==> src/rtl/button_conditioner.sv <==
// Push-button conditioner: 2-flop synchronizer, debounce FSM, long-press flag and optional auto-repeat.
// Optional auto-repeat strobe is built only when BUTTON_AUTO_REPEAT_EN is defined; otherwise repeat_pulse is tied low.
module button_conditioner #(
  parameter int STABLE_CNT = 4,
  parameter int LONG_CNT   = 100,
  parameter int REPEAT_CNT = 25,
  parameter int CNT_W      = 8
) (
  input  logic clk,
  input  logic rst_n,
  input  logic pb_in,
  output logic pb_debounced,
  output logic long_press,
  output logic repeat_pulse
);

  typedef enum logic [2:0] {
    IDLE         = 3'd0,
    PRESS_WAIT   = 3'd1,
    PRESSED      = 3'd2,
    LONG         = 3'd3,
    RELEASE_WAIT = 3'd4
  } state_t;

  localparam logic [CNT_W-1:0] ONE         = CNT_W'(1);
  localparam logic [CNT_W-1:0] STABLE_LAST = CNT_W'(STABLE_CNT - 1);
  localparam logic [CNT_W-1:0] LONG_LAST   = CNT_W'(LONG_CNT - 1);

  if (STABLE_CNT < 2 || STABLE_CNT > 255 || LONG_CNT <= STABLE_CNT ||
      LONG_CNT > (2**CNT_W) - 1 || REPEAT_CNT < 2 || REPEAT_CNT > (2**CNT_W) - 1) begin : g_bad_cfg
    $error("button_conditioner: illegal parameter combination");
  end

  function automatic logic [CNT_W-1:0] sat_inc(input logic [CNT_W-1:0] x);
    return (x == {CNT_W{1'b1}}) ? x : x + ONE;
  endfunction

  state_t           state_q, state_d;
  logic             sync1_q, sync2_q;
  logic [CNT_W-1:0] cnt_q, cnt_d;
  logic [CNT_W-1:0] hold_q, hold_d;
  logic             long_q, long_d;
  logic             pb_debounced_q, pb_debounced_d;

  always_ff @(posedge clk or negedge rst_n) begin
    if (!rst_n) begin
      sync1_q        <= 1'b0;
      sync2_q        <= 1'b0;
      state_q        <= IDLE;
      cnt_q          <= '0;
      hold_q         <= '0;
      long_q         <= 1'b0;
      pb_debounced_q <= 1'b0;
    end else begin
      sync1_q        <= pb_in;
      sync2_q        <= sync1_q;
      state_q        <= state_d;
      cnt_q          <= cnt_d;
      hold_q         <= hold_d;
      long_q         <= long_d;
      pb_debounced_q <= pb_debounced_d;
    end
  end

  // hold_cnt keeps counting through a short release so a glitch does not delay the long-press mark.
  always_comb begin
    state_d = state_q;
    cnt_d   = cnt_q;
    hold_d  = hold_q;
    long_d  = long_q;
    unique case (state_q)
      IDLE: begin
        cnt_d  = '0;
        hold_d = '0;
        if (sync2_q) begin
          state_d = PRESS_WAIT;
          cnt_d   = ONE;
        end
      end
      PRESS_WAIT: begin
        if (!sync2_q) begin
          state_d = IDLE;
          cnt_d   = '0;
        end else if (cnt_q >= STABLE_LAST) begin
          state_d = PRESSED;
          cnt_d   = '0;
          hold_d  = '0;
        end else begin
          cnt_d = sat_inc(cnt_q);
        end
      end
      PRESSED: begin
        if (!sync2_q) begin
          state_d = RELEASE_WAIT;
          cnt_d   = ONE;
          hold_d  = sat_inc(hold_q);
        end else if (hold_q >= LONG_LAST) begin
          state_d = LONG;
          long_d  = 1'b1;
        end else begin
          hold_d = sat_inc(hold_q);
        end
      end
      LONG: begin
        if (!sync2_q) begin
          state_d = RELEASE_WAIT;
          cnt_d   = ONE;
        end
      end
      RELEASE_WAIT: begin
        if (!long_q) hold_d = sat_inc(hold_q);
        if (sync2_q) begin
          state_d = long_q ? LONG : PRESSED;
          cnt_d   = '0;
        end else if (cnt_q >= STABLE_LAST) begin
          state_d = IDLE;
          cnt_d   = '0;
          hold_d  = '0;
          long_d  = 1'b0;
        end else begin
          cnt_d = sat_inc(cnt_q);
        end
      end
      default: begin
        state_d = IDLE;
        cnt_d   = '0;
        hold_d  = '0;
        long_d  = 1'b0;
      end
    endcase
  end

  always_comb begin
    pb_debounced_d = (state_d == PRESSED) || (state_d == LONG) || (state_d == RELEASE_WAIT);
  end

  assign pb_debounced = pb_debounced_q;
  assign long_press   = long_q;

`ifdef BUTTON_AUTO_REPEAT_EN
  localparam logic [CNT_W-1:0] REPEAT_LAST = CNT_W'(REPEAT_CNT - 1);

  logic [CNT_W-1:0] rep_q, rep_d;
  logic             repeat_pulse_q, repeat_pulse_d;

  always_ff @(posedge clk or negedge rst_n) begin
    if (!rst_n) begin
      rep_q          <= '0;
      repeat_pulse_q <= 1'b0;
    end else begin
      rep_q          <= rep_d;
      repeat_pulse_q <= repeat_pulse_d;
    end
  end

  // Any entry into LONG (including a return from RELEASE_WAIT) restarts the repeat period.
  always_comb begin
    rep_d          = '0;
    repeat_pulse_d = 1'b0;
    if (state_d == LONG) begin
      if (state_q != LONG) begin
        repeat_pulse_d = 1'b1;
      end else if (rep_q >= REPEAT_LAST) begin
        repeat_pulse_d = 1'b1;
      end else begin
        rep_d = sat_inc(rep_q);
      end
    end
  end

  assign repeat_pulse = repeat_pulse_q;
`else
  assign repeat_pulse = 1'b0;
`endif

endmodule

==> config.mk <==
export PLATFORM = sky130hd
export DESIGN_NAME = button_conditioner
export DESIGN_NICKNAME = d
export VERILOG_FILES = /design/src/rtl/button_conditioner.sv
export SDC_FILE = /design/constraint.sdc
export NUM_CORES = 1
export LEC_CHECK = 0
export CAP_MARGIN = 10
export CORE_MARGIN = 5
export CORE_UTILIZATION = 58
export CTS_CLUSTER_DIAMETER = 120
export DETAILED_ROUTE_END_ITERATION = 12
export GPL_ROUTABILITY_DRIVEN = 0
export PLACE_DENSITY_LB_ADDON = 0.12
export SLEW_MARGIN = 20
export SYNTH_ARGS = -nofsm -noshare
export SYNTH_HDL_FRONTEND = slang
export SYNTH_SLANG_ARGS = --single-unit
==> constraint.sdc <==
create_clock -name clk -period 4.1 [get_ports clk]
set_clock_uncertainty 0.05 [all_clocks]
set_input_delay 0.82 -clock clk [delete_from_list [all_inputs] [get_ports clk]]
set_output_delay 0.82 -clock clk [all_outputs]
set_load 0.01 [all_outputs]
=== Word level (Yosys, flattened, before mapping) ===
Cells that the tools add are included.

* Flip-flop bits (word level): 23
* Input port bits: 3
* Output and inout bits: 3
* Word-level logic and storage cells: 68

* Add/sub/neg operators: 2
* Order comparisons: 2
* Equal/unequal tests: 17
* Multiplexer cells: 31
* Bitwise gates (word level): 2
* Reductions and logical operators: 7

{| class="wikitable"
|+ Operators with widths
! operator !! number
|-
| $mux 8 || 13
|-
| $pmux 8 s4 || 2
|-
| $mux 3 || 8
|-
| $add 8x1->8 const B || 2
|-
| $eq 8x8->1 const B || 2
|-
| $pmux 3 s5 || 1
|-
| $ne 2x2->1 const B || 7
|-
| $eq 3x2->1 const B || 4
|-
| $ge 8x2->1 const B || 1
|-
| $ge 8x7->1 const B || 1
|-
| $eq 3x3->1 const B || 2
|-
| $mux 1 || 6
|-
| $reduce_and 5->1 || 1
|-
| $reduce_and 4->1 || 1
|-
| $eq 3x1->1 const B || 1
|-
| $logic_not 3->1 || 1
|-
| $ne 3x3->1 const B || 1
|-
| $pmux 1 s3 || 1
|-
| $reduce_or 3->1 || 1
|-
| $logic_or 1x1->1 || 2
|-
| $not 1->1 || 2
|-
| $reduce_or 2->1 || 1
|}

=== Logic depth before layout (Yosys ltp) ===
* Depth after elaboration: 7
* Gate-level depth with buffers: 7
* Mapped depth without buffers: 6

=== Worst setup path before layout ===
No wires, ideal clock.

* Path type: reg2reg
* From: register hold_q[0]
* To: register hold_q[0]
* Library setup time: 121 ps
* Data arrival time: 2064 ps
* Data required time: 3929 ps
* Slack: 1865 ps
* Cell stages (with the launch flop): 7
* Path buffers: 0
* Period minus slack after synthesis: 2235 ps
* Cell sequence: dfrtp_1 -> ha_1 -> or4_1 -> a31oi_1 -> nor3_1 -> or4_4 -> a22o_1

* Word-level cells in the longest chain between the ends: 6
* Elaborated cells on any way between the ends: 12
* Classes of those cells: 1 x add/sub; 1 x order compare; 2 x eq/ne; 7 x mux; 1 x reduce/logical

{| class="wikitable"
|+ RTL lines
! element !! RTL line !! source
|-
| from (decl) || 41 || <nowiki>logic [CNT_W-1:0] hold_q, hold_d;</nowiki>
|-
| from (signal assigned) || 59 || <nowiki>hold_q <= hold_d;</nowiki>
|-
| $add 8x1->8 / $eq 8x8->1 (equally long branches) || 35 || <nowiki>return (x == {CNT_W{1'b1}}) ? x : x + ONE;</nowiki>
|-
| $mux 8 || 35 ||
|-
| $mux 8 || 111 || <nowiki>if (!long_q) hold_d = sat_inc(hold_q);</nowiki>
|-
| $mux 8 || 115 || <nowiki>end else if (cnt_q >= STABLE_LAST) begin</nowiki>
|-
| $mux 8 || 112 || <nowiki>if (sync2_q) begin</nowiki>
|-
| $pmux 8 s4 || 71 || <nowiki>unique case (state_q)</nowiki>
|}

Parallel ways exist; a longest one is shown, timed or not. The select of a mux whose other input is x is not followed.
A chain may end at the register's enable or synchronous reset.

=== Worst setup path after layout ===
* From: register state_q[2]
* To: register hold_q[1]

* Word-level cells in the longest chain between the ends: 3
* Elaborated cells on any way between the ends: 10
* Classes of those cells: 7 x eq/ne; 1 x mux; 1 x bitwise; 1 x reduce/logical

{| class="wikitable"
|+ RTL lines
! element !! RTL line !! source
|-
| from (decl) || 38 || <nowiki>state_t state_q, state_d;</nowiki>
|-
| from (signal assigned) || 57 || <nowiki>state_q <= state_d;</nowiki>
|-
| $eq 3x2->1 / $eq 3x1->1 (equally long branches) || 71 ||
|-
| $ne 3x3->1 (no line) (tied with other cells) || n/a ||
|-
| $reduce_and 4->1 (no line) || n/a ||
|}

Parallel ways exist; a longest one is shown, timed or not.

==> flow_results.org <==
** Run status
- The run finished with clean final reports.

** Clock network
- Post-cts gate resize count :: 0
- In this run the post-CTS setup repair buffer count came out at 0.
- The cell sitting at the root of the clock tree is a clkbuf_4.
- Number of clock sinks :: 23
- CTS built an H-tree with a depth of 1.
- Quantity of hold-fixing buffers added after cts :: 0
- Clock latency reported for the late side of the worst-skew pair :: 0.31 ns
- Buffers inserted during clock tree synthesis total 3.
- The clock passes through at most 2 buffers.
- CTS tree :: yes
- Clk slew on worst S/H paths :: 0.12 ns

** Logic synthesis
- Of the total synthesized cell area, the portion taken by AND, OR, NAND and NOR gates is 0.237.
- For this run, the number of Yosys warnings is 0.
- Sequential share of the synthesized area :: 0.439
- Top cell type's share of synthesized area :: 0.439
- Number of different library cells in the post-synthesis netlist :: 45
- After synthesis, the largest family of logic cells by area is simple AND/OR/NAND/NOR gates.
- In this run the mean area of a mapped cell was 9.10 um^2.
- In this run, synthesis inferred 0 flip-flops with an integrated enable.
- Synthesis handed over a netlist of 144 instances.
- Synthesized flop and latch total :: 23
- Of the post-synthesis cell area, the part taken by muxes is 0.
- Post-synthesis adder-cell area fraction :: 0.0191
- Share of the synthesized area in compound gates (AO/OA/AOI/OAI) :: 0.233
- Synth Flop Type :: dfrtp_1
- For this run, asynchronously set or reset flops after synthesis account for 1.00.
- When the netlist entered floorplanning its net count stood at 149.
- Post-synthesis instance area :: 0.00131 mm^2
- Cell accounting for the most synthesized area :: dfrtp_1
- Parity-gate share of the synthesized area counting xor and xnor cells :: 0.0134
- By area the synthesized netlist is led by dfrtp_1 (44%), nand2_1 (4.0%), a21oi_1 (3.4%).

** Finish
- From synthesis to final layout, the design area changed by 4.49%.
- Filler cells :: 174
- Fraction of layout cells with a size suffix above 1 :: 0.103
- Measured on the finished design, the core utilization comes to 0.625.
- 0 antenna diodes ended up in the layout.
- Number of nets at the end of the flow :: 152
- After the flow finishes, the layout carries non-filler instances totaling 174.
- Leading cell type in the layout, fill and taps excluded :: dfrtp_1
- The top cell types in the final layout, fill and taps aside, are dfrtp_1 (23), nand2_1 (14), a21oi_1 (9), nor2_1 (9), inv_1 (9).

** Setup path
- Critical path data required time :: 4.26 ns
- Arrival time at the worst endpoint :: 2.73 ns
- Highest fanout seen on the critical path :: 12
- For this run, the slowest stage of the critical path takes 0.84 ns.
- Chain of cells forming the critical path :: and2b_2 > nand2_1 > nor3_1 > and2b_2 > a32o_1
- Worst reg-to-reg path cell count :: 5
- The worst setup path is launched from a flip-flop.
- STA classifies the critical path endpoint as a flip-flop.
- CP Class :: reg -> reg
- Standard cell with the maximum stage delay on the critical path :: nor3_1
- Critical path's most frequent cell :: and2b_2

** Placed design
- Half-perimeter wire length of the detailed placement result :: 1.78 mm
- Buffers on Ports :: 4
- Before CTS, the worst setup slack after placement is 1.59 ns.
- Including well taps, the total number of placed cells is 170.

** Flow run
- Max-cap violations in this run came to 0.

** Power and ir drop
- Of the total power, the clock network draws 0.234.
- Of the total power, registers draw 0.576.
- VDD sags by at most 0.206 mV.
- Summed over all nets, the switching power comes to 127 uW.
- Leakage power :: 0.000614 uW
- The internal portion of the total power is 311 uW.
- For this design the ratio of total power to cell area is 320 mW/mm^2.
- Of the total power, the share spent switching nets is 0.289.
- Combinational group share of total power :: 0.190

** Floorplanning
- The die covers 0.00331 mm^2.
- Number of core rows :: 17
- Top Ports :: 6
- The initial utilization of the core area, before any placement, comes to 0.598.
- Die Height :: 57.5 um
- Std-Cell Core Area :: 0.00219 mm^2
- Measured along the x axis, the die boundary spans 57.5 um.

** Global route
- The total overflow left after global routing is 0.
- Global-route wire length before repair :: 4.24 mm
- Vias in the first global route :: 941
- Overall fraction of global-route tracks in use :: 0.161
- Pin count of the biggest net entering global routing :: 24
- Number of antenna violations at the first check in global routing :: 0

** Drt
- The first detailed-routing pass ran for 4 iterations.
- Summing over every cut layer, the via total after detailed routing is 1066.
- The detail route stage leaves a number of antenna-violating nets equal to 0.
- Met1 wire length :: 1.12 mm
- WL per Instance :: 14.0 um
- Uppermost routed layer :: met4
- Total wire length :: 2.44 mm
- After detailed routing, the met2 layer carries 1.21 mm of wire.
- Using the TritonRoute via totals, the vias-per-cell ratio works out to 6.13.
- DRC errors left :: 0
- Wire segments on met3 add up to 91 um in the final route.
- Initial drt markers :: 34

** STA
- The number of pins exceeding their max-slew limit in the final report is 0.
- Hold Violations, Final :: 0
- Setup repair after global routing left no endpoint under its margin.
- Relative slew slack :: 0.333
- Fin crit share :: 0.628
- Setup violation total in the final timing report :: 0
- Fin Setup TNS :: 0 ns
- Final worst setup slack :: 1.52 ns
- Timing would allow up to 0.388 GHz.
- The worst path needs 2.58 ns of the cycle, external delays included.
- The tightest hold path in the finished design has a slack of 0.313 ns.
- Worst Max-Slew Pin Slew :: 0.993 ns

** Min path
- The tightest min-delay check is of the reg -> reg type.
- Counting instances, the worst hold path has a depth of 0.
## registers in the layout, summed over array words and instances (netlist names)
| name | flops |
|---|---|
| cnt_q | 8 |
| hold_q | 8 |
| state_q | 3 |
| long_press | 1 |
| pb_debounced | 1 |
| sync1_q | 1 |
| sync2_q | 1 |
## stage by stage
step | power (uW) | instance area, um^2
6_report | 438 | 1370
5_1_grt | 466 | 1370
4_1_cts | 444 | 1370
3_5_place_dp | 340 | 1350
3_3_place_gp | 338 | 1350
2_1_floorplan | 321 | 1310
## power groups by stage
stage	clock (uW)	combinational, uW	sequential [uW]
after floorplan	0	72.0	249
after global placement	0	82.1	256
after detailed placement	0	83.2	257
after CTS	108	83.6	252
after global routing	116	94.7	255
final	102	83.2	252
## critical path, delay by kind of cell, from the launching register on
kind | cells | cell delay (ns)
simple gates | 4 | 1.65
compound gates | 1 | 0.26
flops | 1 | 0.51
## cell families after synthesis
kind of cell	Yosys count
compound gates	44
xor+xnor	2
fa+ha+maj	2
buf+inv	15
flops	23
other cells	1
simple gates	57
## final timing paths
check                                startpoint  slack [ns]               endpoint
max                        state_q[2]$_DFF_PN0_        1.52  hold_q[1]$_DFFE_PN0P_
min                           sync1_q$_DFF_PN0_        0.31      sync2_q$_DFF_PN0_
max reg2reg                state_q[2]$_DFF_PN0_        1.52  hold_q[1]$_DFFE_PN0P_
min reg2reg                   sync1_q$_DFF_PN0_        0.31      sync2_q$_DFF_PN0_
max in group asynchronous                 rst_n        3.26   cnt_q[3]$_DFFE_PN0P_
min in group asynchronous                 rst_n        0.40   cnt_q[6]$_DFFE_PN0P_
## routing by layer
| layer | global-route usage | up-vias |
|---|---|---|
| met5 | 0 | - |
| met4 | 0.0695 | 0 |
| met3 | 0.0226 | 2 |
| met2 | 0.258 | 22 |
| met1 | 0.217 | 511 |
| li1 | - | 531 |
## final cells by class
class	instances	area, um^2	share of cell area
flip-flops and latches	23	576	0.420
inverters	9	33.8	0.0247
clock buffers	3	22.5	0.0165
repair buffers	4	35.0	0.0256
clock inverters	1	5.00	0.00366
multi-input cells	106	662	0.484
well taps	28	35.0	0.0256
## synthesized netlist by cell type (all sizes together) (5+ instances only)
| cell | n |
|---|---|
| a211oi | 5 |
| a21oi | 9 |
| a31oi | 5 |
| and3 | 5 |
| dfrtp | 23 |
| inv | 9 |
| nand2 | 14 |
| nand3 | 5 |
| nor2 | 9 |
| nor3 | 6 |
| o21ai | 5 |
No activity file was read; power rests on OpenSTA's default activity.
